**src/rtl/tt_um_unload.sv**
```systemverilog
// Streams a snapshot of a ternary weight matrix as bit-plane words (MSB then LSB per column).
// Optional illegal-code (2'b10) detection is built only when UNLOAD_ILLEGAL_CHECK_EN is defined.
module tt_um_unload #(
  parameter int MaxInLen  = 16,
  parameter int MaxOutLen = 8
) (
  input  logic                             clk,
  input  logic                             rst,
  input  logic                             ena,
  input  logic [2*MaxInLen*MaxOutLen-1:0]  ui_weights,
  input  logic [6:0]                       ui_param,
  input  logic                             ui_ready,
  output logic [MaxInLen-1:0]              uo_data,
  output logic                             uo_valid,
  output logic                             uo_busy,
  output logic                             uo_done,
  output logic                             uo_err
);

  localparam int ColW = (MaxOutLen > 1) ? $clog2(MaxOutLen) : 1;

  typedef enum logic [1:0] {IDLE, MSB, LSB, DONE} state_t;

  state_t              state_q, state_d;
  logic [ColW-1:0]     col_q, col_d;
  logic [ColW-1:0]     last_q, last_d;
  logic                ena_q;
  logic                hold_q;
  logic                start;
  int                  lim;
  logic [MaxInLen-1:0] word;

  logic [MaxInLen-1:0] msb_w [MaxOutLen];
  logic [MaxInLen-1:0] lsb_w [MaxOutLen];
  logic [MaxInLen-1:0] msb_q [MaxOutLen];
  logic [MaxInLen-1:0] lsb_q [MaxOutLen];

  logic unused_param;
  assign unused_param = ^ui_param[6:3];

  // Regroup the flat weight bus into per-column bit planes.
  genvar gi, gc;
  generate
    for (gc = 0; gc < MaxOutLen; gc++) begin : g_col
      for (gi = 0; gi < MaxInLen; gi++) begin : g_row
        assign msb_w[gc][gi] = ui_weights[2*(gi*MaxOutLen+gc)+1];
        assign lsb_w[gc][gi] = ui_weights[2*(gi*MaxOutLen+gc)];
      end
    end
  endgenerate

  always_comb begin
    lim = int'(ui_param[2:0]);
    if (lim > MaxOutLen - 1) lim = MaxOutLen - 1;
  end

  // hold_q remembers that ena was high through reset, so a fresh rising edge is needed.
  assign start = (state_q == IDLE) && ena && !ena_q && !hold_q;

  always_comb begin
    state_d = state_q;
    col_d   = col_q;
    last_d  = last_q;
    case (state_q)
      IDLE: begin
        if (start) begin
          state_d = MSB;
          col_d   = '0;
          last_d  = lim[ColW-1:0];
        end
      end
      MSB: begin
        if (!ena)          state_d = IDLE;
        else if (ui_ready) state_d = LSB;
      end
      LSB: begin
        if (!ena) begin
          state_d = IDLE;
        end else if (ui_ready) begin
          if (col_q == last_q) begin
            state_d = DONE;
          end else begin
            col_d   = col_q + 1'b1;
            state_d = MSB;
          end
        end
      end
      DONE:    state_d = IDLE;
      default: state_d = IDLE;
    endcase
  end

  always_ff @(posedge clk) begin
    if (rst) begin
      state_q <= IDLE;
      col_q   <= '0;
      last_q  <= '0;
      ena_q   <= 1'b0;
      hold_q  <= ena;
    end else begin
      state_q <= state_d;
      col_q   <= col_d;
      last_q  <= last_d;
      ena_q   <= ena;
      hold_q  <= hold_q && ena;
    end
  end

  always_ff @(posedge clk) begin
    if (!rst && start) begin
      msb_q <= msb_w;
      lsb_q <= lsb_w;
    end
  end

  assign word     = (state_q == MSB) ? msb_q[col_q] : lsb_q[col_q];
  assign uo_valid = !rst && ((state_q == MSB) || (state_q == LSB));
  assign uo_data  = uo_valid ? word : '0;
  assign uo_busy  = !rst && (state_q != IDLE);
  assign uo_done  = !rst && (state_q == DONE);

`ifdef UNLOAD_ILLEGAL_CHECK_EN
  logic illegal;
  logic err_q;

  // Only columns that will actually be sent are inspected.
  always_comb begin
    illegal = 1'b0;
    for (int c = 0; c < MaxOutLen; c++) begin
      for (int i = 0; i < MaxInLen; i++) begin
        if ((c <= lim) && msb_w[c][i] && !lsb_w[c][i]) illegal = 1'b1;
      end
    end
  end

  always_ff @(posedge clk) begin
    if (rst)        err_q <= 1'b0;
    else if (start) err_q <= illegal;
  end

  assign uo_err = !rst && err_q;
`else
  assign uo_err = 1'b0;
`endif

endmodule

```
**config.mk**
```make
export PLATFORM = sky130hd
export DESIGN_NAME = tt_um_unload
export DESIGN_NICKNAME = d
export VERILOG_FILES = /design/src/rtl/tt_um_unload.sv
export SDC_FILE = /design/constraint.sdc
export NUM_CORES = 1
export LEC_CHECK = 0
export CAP_MARGIN = 15
export CELL_PAD_IN_SITES_DETAIL_PLACEMENT = 1
export CELL_PAD_IN_SITES_GLOBAL_PLACEMENT = 2
export CORE_ASPECT_RATIO = 2
export CORE_MARGIN = 8
export CORE_UTILIZATION = 35
export CTS_CLUSTER_DIAMETER = 60
export DETAILED_ROUTE_END_ITERATION = 7
export HOLD_SLACK_MARGIN = 0.08
export PLACE_DENSITY = 0.89
export SETUP_SLACK_MARGIN = 0.4
export SYNTH_ARGS = -nofsm -noshare
export SYNTH_HDL_FRONTEND = slang
export SYNTH_SLANG_ARGS = --single-unit
```
**constraint.sdc**
```tcl
create_clock -name clk -period 18.3 [get_ports clk]
set_clock_uncertainty 0.05 [all_clocks]
set_input_delay 2.745 -clock clk [delete_from_list [all_inputs] [get_ports clk]]
set_output_delay 2.745 -clock clk [all_outputs]
set_load 0.02 [all_outputs]
```
; ---- After elaboration in Yosys (flattened, before gate mapping)
; Index checks and enable logic that the tools add are counted.
[word_totals]
output_inout_bits = 20
word_cells = 73
inputBits = 267
register_bits = 266
[op_classes]
mux = 21
bitwise_logic = 1
n_eq_ne = 10
n_lt_le_gt_ge = 1
reduce_logical = 18
addsub = 1
[ops]
columns = cell, count
row1 = binary-select mux 16 bit (select 3 bit), 2
row2 = 2-to-1 mux 16 bit, 6
row3 = 2-to-1 mux 2 bit, 6
row4 = 2-to-1 mux 3 bit, 4
row5 = logical AND 1 bit, 8
row6 = "inequality test 2 bit, second input constant", 4
row7 = case mux 2 bit (4 select lines), 1
row8 = "inequality test 3 bit, second input constant", 2
row9 = case mux 3 bit (2 select lines), 1
row10 = AND reduction 5 bit, 1
row11 = "equality test 2 bit, second input constant", 2
row12 = ">= comparator 4 bit, second input constant", 1
row13 = NOT 3 -> 4 bit, 1
row14 = nonzero test 2 bit, 2
row15 = "adder 3 x 1 -> 3 bit, second input constant", 1
row16 = equality test 3 bit, 1
row17 = zero test 1 bit, 3
row18 = AND reduction 3 bit, 1
row19 = "equality test 2 x 1 -> 1 bit, second input constant", 1
row20 = zero test 2 bit, 1
row21 = AND reduction 2 bit, 1
row22 = logical OR 1 bit, 1
row23 = 2-to-1 mux 1 bit, 1

; ---- Depth between registers and ports, before layout
[depth]
word_depth = 6
depth_mapped = 7
depth_no_buf = 6

; ---- Least setup slack after synthesis
; Ideal clock, no wire load.
[synth_timing]
kind = input to register
startpoint = input ena
endpoint = register lsb_q[0] (netlist name), enable pin
arrival_ns = 14.506
n_path_buf = 1
cell_stages = 4
setup_slack_ns = 2.831
required_ns = 17.338
setup_time_ns = 0.912
cell_sequence = nor3b_1 -> and2_1 -> clkbuf_1 -> nor2b_1
[synth_between]
elab_chain_len = 4
[synth_lines]
columns = element, line
row1 = "start, declared", 9  ; input logic ena,
row2 = logical AND 1 bit (3 in a row), 58  ; assign start = (state_q == IDLE) && ena && !ena_q && !hold_q;
row3 = logical AND 1 bit, 110  ; if (!rst && start) begin
row4 = "end signal, assigned", 112  ; lsb_q <= lsb_w;
row5 = "end, declared", 36  ; logic [MaxInLen-1:0] lsb_q [MaxOutLen];
; No other way between the ends.
; A chain may end at the register's enable or synchronous reset.

; ---- Final worst setup path
[layout_timing]
startpoint = input rst
endpoint = output uo_data[15]
[layout_between]
elab_chain_len = 3
[layout_lines]
columns = element, line
row1 = "start, declared", 8  ; input logic rst,
row2 = zero test 1 bit, 117  ; assign uo_valid = !rst && ((state_q == MSB) || (state_q == LSB));
row3 = logical AND 1 bit, 117
row4 = 2-to-1 mux 16 bit, 118  ; assign uo_data = uo_valid ? word : '0;
row5 = "end, declared", 13  ; output logic [MaxInLen-1:0] uo_data,
; No other way between the ends.

==> reports/results.ini <==
[grt]
grt_pass1_wl_microns = 43600
grt_pass1_vias = 6860
antenna_found_initial = 12
grt_start_max_net_pins = 87
grt_util_all_layers_pct = 16.3
overflow = 0

[setup_path]
r2r_end = lsb_q[116]
worstPathMaxFanout = 22
crit_path_start_kind = primary input
r2r_start = state_q[0]
reg2reg_slack_ns = 14.90
cp_slowest_cell = and2_1
crit_family = simple AND/OR/NAND/NOR gates
cpMostUsedCell = clkdlybuf4s50_1
crit_buf_inv = 2
slowest_delay_ns = 0.88
crit_chain = clkdlybuf4s50_1, nor2b_1, and2_1, a22o_1, a221o_1, clkdlybuf4s50_1
cp.arrival_ns = 5.99
crit_type = primary input to output port
cp.required_ns = 15.51
r2r_cells = 5
crit_path_end_kind = output port

[clock_tree]
cts_tree = built
hold_buffers = 0
htreeDepth = 1
numClockSinks = 266
clk_latency_ns = 0.52
ctsRootBufferMaster = clkbuf_16
cts_buffers = 25
clockBufferDepth = 3
clkSlewWorstSetupHoldPaths_ns = 0.06
ctsResizeCount = 0
post_cts_buffers = 0

[final_layout]
fillers = 2779
fin_nets = 1061
multi_input_area_sq_um = 2360
area_growth_pct = 38.1
drive_gt1_share_pct = 12.0
final_cell_area_sq_um = 14400
regArea_sq_um = 7890

[synthesis]
synth_edf_count = 256
synth_cell_types = 42
synth-seq-cells = 266
netlist_instances = 499
yosysTopAreaCell = edfxtp_1
seq_area_frac_synth_pct = 75.6
synth_warnings = 0
synth_top_area_share_pct = 73.7
syn_area_per_cell_sq_um = 20.9
syn_area_sq_um = 10400
synth_common_cells = edfxtp_1 (256), mux4_2 (51), mux2i_1 (35)
synth-main-ff-cell = edfxtp_1
synthArstFlopShare_pct = 0
synth.area.top_cells = edfxtp_1 (74%), mux4_2 (11%), mux2i_1 (3.4%), dfxtp_1 (1.9%), a221o_1 (1.2%)
syn_nets = 772
synth_most_common_cell = edfxtp_1

[sta]
period_share_pct = 48.0
worst_slew_pin_slew_ns = 1.09
relSlewSlack_pct = 27.2
drv_slew = 0
fin_setup_tns_ns = 0
fmax_mhz = 114
period_minus_slack_ns = 8.79
setup_violations = 0
rsz0062_at_grt = false
hold_violations = 0

[detailed_routing]
dr.pass1.iters = 4
wl_per_cell_microns = 25.8
routed_wl_microns = 30400
antenna_left = 0
drcViolationCount = 0
initialDrtViolationCount = 254
vias = 5951
viasPerCell = 5.04

[power]
p_leak_nw = 4.58
power_density_nw_per_um2 = 92.3
ir_worst_vdd_v = 0.0000727

[worst_hold_path]
worstHoldPathCells = 2
hold_path.class = register to register
min_to = hold_q
hp-start = hold_q

[floorplanning]
die_y_microns = 260
core_area_sq_um = 29400
start_util_pct = 35.5
die_area_sq_um = 35900
fp.dieW_microns = 138
rows = 89
boundaryPins = 287

[place]
io_buffers = 281
gp_congestion = 0.750
placed_cell_area_sq_um = 13600
dp_hpwl_microns = 22200

[run_status]
status = finished, final reports clean

[job]
maxCapViolations = 0

[cell type report]
cell class / count / area share [%]
Tap cell: 364 / 3.16
Antenna cell: 9 / 0.156
Clock inverter: 13 / 0.955
Clock buffer: 33 / 4.55
Inverter: 4 / 0.104
Timing Repair Buffer: 289 / 19.9
Sequential cell: 266 / 54.8
Multi-Input combinational cell: 202 / 16.4
[where the power goes]
part / switching (mW) / total, mW / internal (mW)
registers: 0.00614 / 0.702 / 0.696
clock network: 0.218 / 0.513 / 0.294
logic: 0.0455 / 0.115 / 0.0697
total: 0.270 / 1.33 / 1.06
[kinds of logic after synthesis]
kind of cell / share of synthesized area (%)
flip-flops: 75.6
multiplexers: 14.7
AND/OR/NAND/NOR: 2.81
AO/OA/AOI/OAI: 3.95
buffers and inverters: 1.91
adder cells (fa/ha/maj): 0.720
XOR/XNOR: 0.252
other: 0.0359
[layer usage]
metal  GRT usage (%)  vias to the layer above  wire [microns]
li1                -                     2675               -
met1            14.4                     3012            9480
met2            32.7                      206           18000
met3            4.49                       52            1880
met4            7.53                        6             958
met5               0                        -              35
[worst reg2reg max path: stages, from the launching register on]
cell and delay [ns]:
dfxtp_1 0.33, inv_1 0.13, ha_1 0.29, and2_1 0.32, nor2b_4 0.86, buf_4 0.95
[registers in the layout, indices dropped and copies added, names as in the netlist]
| register | cells |
|---|---|
| msb_q | 128 |
| last_q | 3 |
| col_q | 3 |
| ena_q | 1 |
| lsb_q | 128 |
| hold_q | 1 |
| state_q | 2 |
[how the worst max path moves through the flow]
stage	start	to	slack (ns)	cells past startpoint
floorplan	ena	lsb_q[0]	2.83	4
global placement	rst	uo_data[13]	9.38	6
detailed placement	rst	uo_data[5]	9.31	6
CTS	rst	uo_data[5]	9.30	6
global route	rst	uo_data[9]	9.28	6
finish	rst	uo_data[15]	9.51	6
[layout by cell type (no fill, tap or decap), types with 4 or more instances in the layout]
cell type / n
ha_1: 6
a22o_1: 10
o21ai_0: 4
buf_4: 8
clkinv_1: 7
mux4_2: 51
mux2i_1: 35
edfxtp_1: 256
dfxtp_1: 7
inv_1: 4
and3_1: 10
clkbuf_1: 8
a221o_1: 12
nor2_1: 11
clkbuf_16: 25
nand2_1: 10
a22oi_1: 10
clkdlybuf4s50_1: 281
diode_2: 9
o22ai_1: 4
[through the flow]
stage	std cells	hold WS (ns)	worst slack, ns	util, %	power, mW
after floorplan	499	0.402	2.83	-	0.763
after global placement	1125	0.416	9.38	46.2	0.826
after detailed placement	1125	0.442	9.31	46.2	0.832
after CTS	1171	0.456	9.30	48.9	1.35
after global routing	1179	0.500	9.28	49.0	1.38
final	1180	0.452	9.51	49.0	1.33
(Power assumes the default switching activity.)
==> variant 1 (config.mk and constraints unchanged) <==
Re-encode `state_t` (4 states) as one-hot, 4 bits wide.
--- a/src/rtl/tt_um_unload.sv
+++ b/src/rtl/tt_um_unload.sv
@@ -19,7 +19,7 @@
 
   localparam int ColW = (MaxOutLen > 1) ? $clog2(MaxOutLen) : 1;
 
-  typedef enum logic [1:0] {IDLE, MSB, LSB, DONE} state_t;
+  typedef enum logic [3:0] {IDLE = 4'b0001, MSB = 4'b0010, LSB = 4'b0100, DONE = 4'b1000} state_t;
 
   state_t              state_q, state_d;
   logic [ColW-1:0]     col_q, col_d;
Formal check against the unedited RTL: same outputs for any inputs over 10 cycles, from zero or initial values and one cycle with rst high; not proved beyond that.
==> variant 1 against the unedited design <==
Total power is 0.12% lower. Combinational power is 6% lower. Sequential cell count is 2 higher. Clock power is 2% lower. Highest routed layer is now met4. Final area is 0.15% lower. Synthesized area is 0.19% higher. Non-clock buffer count is 2 lower. Setup slack better by 0.33 ns. Routed wire length hardly changed.
==> variant 1: results (changes against the unedited design) <==
{
  "synth-adder-area-share": {"value": 0.001197, "change": "-0.005999"},
  "post_synth_main_area_contributors": "sky130_fd_sc_hd__edfxtp_1 74%, sky130_fd_sc_hd__mux4_2 12%, sky130_fd_sc_hd__mux2i_1 3.2%, sky130_fd_sc_hd__dfxtp_1 2.3%, sky130_fd_sc_hd__mux4_1 1.8%",
  "min_delay_path_depth": {"value": 1, "change": "-1"},
  "p_comb_frac": {"value": 0.081, "change": "-0.006"},
  "fillerInstances": {"value": 2697, "change": "-3.0%"},
  "result_of_the_run": "finished clean",
  "post_route_cells_drive_above_1_share": {"value": 0.1366, "change": "+0.01640"},
  "dpl.hpwl": {"value": 22980, "unit": "um", "change": "+3.3%"},
  "synth_nets": {"value": 739, "change": "-4.3%"},
  "met2_length": {"value": 18270, "unit": "um", "change": "+1.3%"},
  "power.combinational.total": {"value": 0.000108, "unit": "W", "change": "-6%"},
  "groute.layer.met1.usage": {"value": 0.1421, "change": "-0.002323"},
  "place.gp.congestion": {"value": 0.7458, "change": "-0.52%"},
  "detailroute.wirelength.met3": {"value": 1793, "unit": "um", "change": "-4.4%"},
  "xor_xnor_fraction_of_synth_area": {"value": 0.004070, "change": "+0.001551"},
  "crit_path_max_fanout": {"value": 16, "change": "-27%"},
  "worst_ep_arrival_time": {"value": 5.66, "unit": "ns", "change": "-0.33 ns"},
  "worst_r2r_endpoint": "msb_q[88]$_DFFE_PP_",
  "first_pass_grt_wire_length": {"value": 43350, "unit": "um", "change": "-0.62%"},
  "period_utilisation_layout": {"value": 0.4618, "change": "-0.01824"},
  "first_global_vias": {"value": 6697, "change": "-2.4%"},
  "synth.top_cells.by_count": "256 x sky130_fd_sc_hd__edfxtp_1, 57 x sky130_fd_sc_hd__mux4_2, 33 x sky130_fd_sc_hd__mux2i_1",
  "worst_slew_pin_slew": {"value": 1.140, "unit": "ns", "change": "+0.04845 ns"},
  "fin_nets": {"value": 1026, "change": "-3.3%"},
  "placedCellCount": {"value": 1096, "change": "-2.6%"},
  "setup.reg_to_reg.worst_slack": {"value": 14.59, "unit": "ns", "change": "-0.31 ns"},
  "pin_count_of_the_biggest_net_entering_global_routing": {"value": 89, "change": "+2.3%"},
  "layout_top_registers": "lsb_q x128, msb_q x128, state_q x4",
  "total_clock_buffers_created_by_cts": {"value": 24, "change": "-4.0%"},
  "met1_length": {"value": 9243, "unit": "um", "change": "-2.5%"},
  "multiInputGateArea": {"value": 2327, "unit": "um2", "change": "-1.3%"},
  "initial_drt_markers": {"value": 271, "change": "+6.7%"},
  "antenna_found_initial": {"value": 15, "change": "+3"},
  "cellInternalPower": {"value": 0.001055, "unit": "W", "change": "-0.47%"},
  "highest_metal_layer_used_by_the_detailed_router": "met4",
  "track_usage": {"value": 0.1633, "change": "+0.0002844"}
}
-- variant 1: cell count changes after synthesis, sizes merged, moves of 5 or more --
cell   unedited run  this run
a22oi            10         0
o22ai             4        15
a221o            12         1
nand2            10         4
a22o             10         1
mux4             52        64
and3             10         1
ha                6         1
-- variant 1: critical path, cell delays in order --
cell	delay [ns]
sky130_fd_sc_hd__clkdlybuf4s50_1	0.73
sky130_fd_sc_hd__nor3_1	0.57
sky130_fd_sc_hd__nand2_1	0.55
sky130_fd_sc_hd__o22ai_1	0.35
sky130_fd_sc_hd__clkdlybuf4s50_1	0.70
-- variant 1: how the worst max path moves through the flow --
| stage | start | endpoint |
|---|---|---|
| 2_1_floorplan | ena | lsb_q[0]$_DFFE_PP_ |
| 3_3_place_gp | rst | uo_data[12] |
| 3_5_place_dp | rst | uo_data[10] |
| 4_1_cts | rst | uo_data[10] |
| 5_1_grt | rst | uo_data[4] |
| 6_report | rst | uo_data[10] |
-- variant 1: final cells by class --
cell class	count	share of cell area
timing repair buffer	287	0.1986
clock buffer	32	0.04530
tap	364	0.03165
antenna	16	0.002782
multi-input combinational	175	0.1617
inverter	2	0.0005217
sequential	268	0.5515
clock inverter	12	0.007912
-- variant 1: kinds of logic (layout without fill, tap and decap cells) --
kind of cell	count (synthesis)	count (layout)
flip-flops	268	268
multiplexers	97	97
AND/OR/NAND/NOR	42	42
AO/OA/AOI/OAI	30	30
buffers and inverters	28	333
XOR/XNOR	4	4
adder cells (fa/ha/maj)	1	1
other	1	17
-- variant 1: through the flow --
stage,hold WS [ns],cell area [um2],util
after global routing,0.4313,14380,0.4873
after detailed placement,0.3927,13580,0.4603
after floorplan,0.3786,10450,-
final,0.4058,14390,0.4876
after global placement,0.3886,13580,0.4603
after CTS,0.4081,14350,0.4863
==> variant 2 (same flow settings) <==
Without the edit above. `MaxOutLen`: 8 -> 16.
--- a/src/rtl/tt_um_unload.sv
+++ b/src/rtl/tt_um_unload.sv
@@ -2,7 +2,7 @@
 // Optional illegal-code (2'b10) detection is built only when UNLOAD_ILLEGAL_CHECK_EN is defined.
 module tt_um_unload #(
   parameter int MaxInLen  = 16,
-  parameter int MaxOutLen = 8
+  parameter int MaxOutLen = 16
 ) (
   input  logic                             clk,
   input  logic                             rst,
Interface: changed (resized ui_weights); port bits go from 287 to 543. No check against the original RTL was run, so the function may have changed too.
==> variant 2 against the unedited design <==
Clock power is 93% higher. Synthesized area up 94%. Sequential cell count increased by 257. Setup slack improved by 0.51 ns. Routed wire length rose by 110%. Register-to-register slack got worse by 2.2 ns. Final area increased by 94%. Worst hold slack lost 0.024 ns. Count of clock-buffer cells in the layout is 29 higher. Total power rose by 94%. Critical path depth unchanged. Fmax increased by 6.2%. Combinational power up 77%.
==> variant 2: results (changes against the unedited design) <==
{
  "crit_path_top_delay_cell": "sky130_fd_sc_hd__clkdlybuf4s50_1",
  "vias": {"value": 11240, "change": "+89%"},
  "class_of_the_tightest_hold_or_removal_check": "register to register",
  "worst_slew_pin_slew": {"value": 1.189, "unit": "ns", "change": "+0.09730 ns"},
  "ctsHtreeMaxLevel": {"value": 2, "change": "+1"},
  "total_leakage_power": {"value": 8.756, "unit": "nW", "change": "+91%"},
  "syn_inst": {"value": 880, "change": "+76%"},
  "initial_drt_markers": {"value": 570, "change": "+120%"},
  "placedCellCount": {"value": 2138, "change": "+90%"},
  "worstSkewPairLatency": {"value": 0.57, "unit": "ns", "change": "+0.05 ns"},
  "crit_path_max_fanout": {"value": 15, "change": "-32%"},
  "drt-vias-per-instance": {"value": 4.999, "change": "-0.88%"},
  "post_synth_main_area_contributors": "sky130_fd_sc_hd__edfxtp_1 76%, sky130_fd_sc_hd__mux4_2 14%, sky130_fd_sc_hd__mux2i_1 2.0%, sky130_fd_sc_hd__dfxtp_1 1.1%, sky130_fd_sc_hd__a221o_1 0.79%",
  "synth.top_cells.by_count": "512 x sky130_fd_sc_hd__edfxtp_1, 128 x sky130_fd_sc_hd__mux4_2, 41 x sky130_fd_sc_hd__mux2i_1",
  "finalWirelength": {"value": 63690, "unit": "um", "change": "+110%"},
  "buffer_ports.inserted": {"value": 537, "change": "+91%"},
  "antenna_found_initial": {"value": 19, "change": "+7"},
  "track_usage": {"value": 0.1888, "change": "+0.02578"},
  "worst_ep_arrival_time": {"value": 5.48, "unit": "ns", "change": "-0.51 ns"},
  "total_clock_buffers_created_by_cts": {"value": 48, "change": "+92%"},
  "synth.area.mux_share": {"value": 0.1669, "change": "+0.01959"},
  "post_route_cells_drive_above_1_share": {"value": 0.1612, "change": "+0.04103"},
  "synth-adder-area-share": {"value": 0.003715, "change": "-0.003481"},
  "synth_nets": {"value": 1409, "change": "+83%"},
  "cpPeakStageDelay": {"value": 0.76, "unit": "ns", "change": "-0.12 ns"},
  "dpl.hpwl": {"value": 47270, "unit": "um", "change": "+110%"},
  "first_global_vias": {"value": 13090, "change": "+91%"},
  "layout_top_registers": "lsb_q x256, msb_q x256, col_q x4",
  "worst_ir_drop_on_vdd": {"value": 0.08338, "unit": "mV", "change": "+15%"},
  "timing.critical_path.max_delay_family": "buffers and inverters",
  "fin_nets": {"value": 1961, "change": "+85%"},
  "synth-compound-area-share": {"value": 0.02836, "change": "-0.01110"},
  "place.gp.congestion": {"value": 0.8332, "change": "+11%"},
  "asyncSetResetFlopFracSynth": {"value": 0, "change": "unchanged"},
  "xor_xnor_fraction_of_synth_area": {"value": 0.001300, "change": "-0.001218"},
  "yosysSeqAreaShare": {"value": 0.7717, "change": "+0.01566"},
  "pin_count_of_the_biggest_net_entering_global_routing": {"value": 94, "change": "+8.0%"},
  "synth-edff-count": {"value": 512, "change": "+100%"},
  "result_of_the_run": "finished clean"
}
variant 2: worst paths after layout:
kind	startpoint	endpoint	slack, ns	cells after the start
max reg2reg	state_q[0]$_SDFFE_PP0P_	msb_q[252]$_DFFE_PP_	12.75	8
min reg2reg	last_q[0]$_SDFFE_PP0P_	last_q[0]$_SDFFE_PP0P_	0.43	2
min	last_q[0]$_SDFFE_PP0P_	last_q[0]$_SDFFE_PP0P_	0.43	2
max	rst	uo_data[8]	10.03	6
variant 2: worst register-to-register path: stages (launching register included):
cell,delay (ns)
sky130_fd_sc_hd__dfxtp_1,0.33
sky130_fd_sc_hd__inv_1,0.13
sky130_fd_sc_hd__ha_1,0.26
sky130_fd_sc_hd__nand3_1,0.32
sky130_fd_sc_hd__nor2_4,0.18
sky130_fd_sc_hd__buf_4,0.82
sky130_fd_sc_hd__buf_4,0.92
sky130_fd_sc_hd__buf_4,1.03
sky130_fd_sc_hd__buf_4,1.04
variant 2: power by group:
part | leakage (nW) | internal [W] | switching [W]
combinational | 3.25 | 0.000125 | 0.0000786
clock | 0.736 | 0.000551 | 0.000438
sequential | 4.77 | 0.00137 | 0.0000133
total | 8.76 | 0.00205 | 0.000530
variant 2: area by class of cell:
class / count / area, um2
antenna: 22 / 55.05
clock buffer: 62 / 1316
clock inverter: 26 / 216.5
fill: 5351 / 29140
inverter: 4 / 15.01
multi-input combinational: 302 / 4299
sequential: 523 / 15610
tap: 756 / 945.9
timing repair buffer: 553 / 5495
variant 2: routing by layer:
metal | GRT usage | wire (um) | share of wire
met1 | 0.1903 | 21240 | 0.33
met2 | 0.3527 | 35550 | 0.56
met3 | 0.04777 | 4374 | 0.069
met4 | 0.08958 | 2528 | 0.040
met5 | 0 | 0 | 0
variant 2: logic make-up (layout without fill, tap and decap cells):
kind of cell	count (synthesis)	in the layout
DFF	523	523
muxes	176	176
AOI/OAI and AO/OA	68	68
buffers and inverters	55	645
and+or+nand+nor	48	48
adders and majority gates	6	6
xor gates and xnor gates	3	3
other	1	23
variant 2: through the flow:
stage               power, W    util  cell area [um2]  setup WS (ns)
detailed placement  0.001617  0.4617            26360          10.01
global placement    0.001604  0.4617            26360          10.02
floorplan           0.001487       -            20210          1.152
CTS                 0.002614  0.4886            27900          9.993
global route        0.002660  0.4895            27950          9.954
finish              0.002578  0.4895            27950          10.03
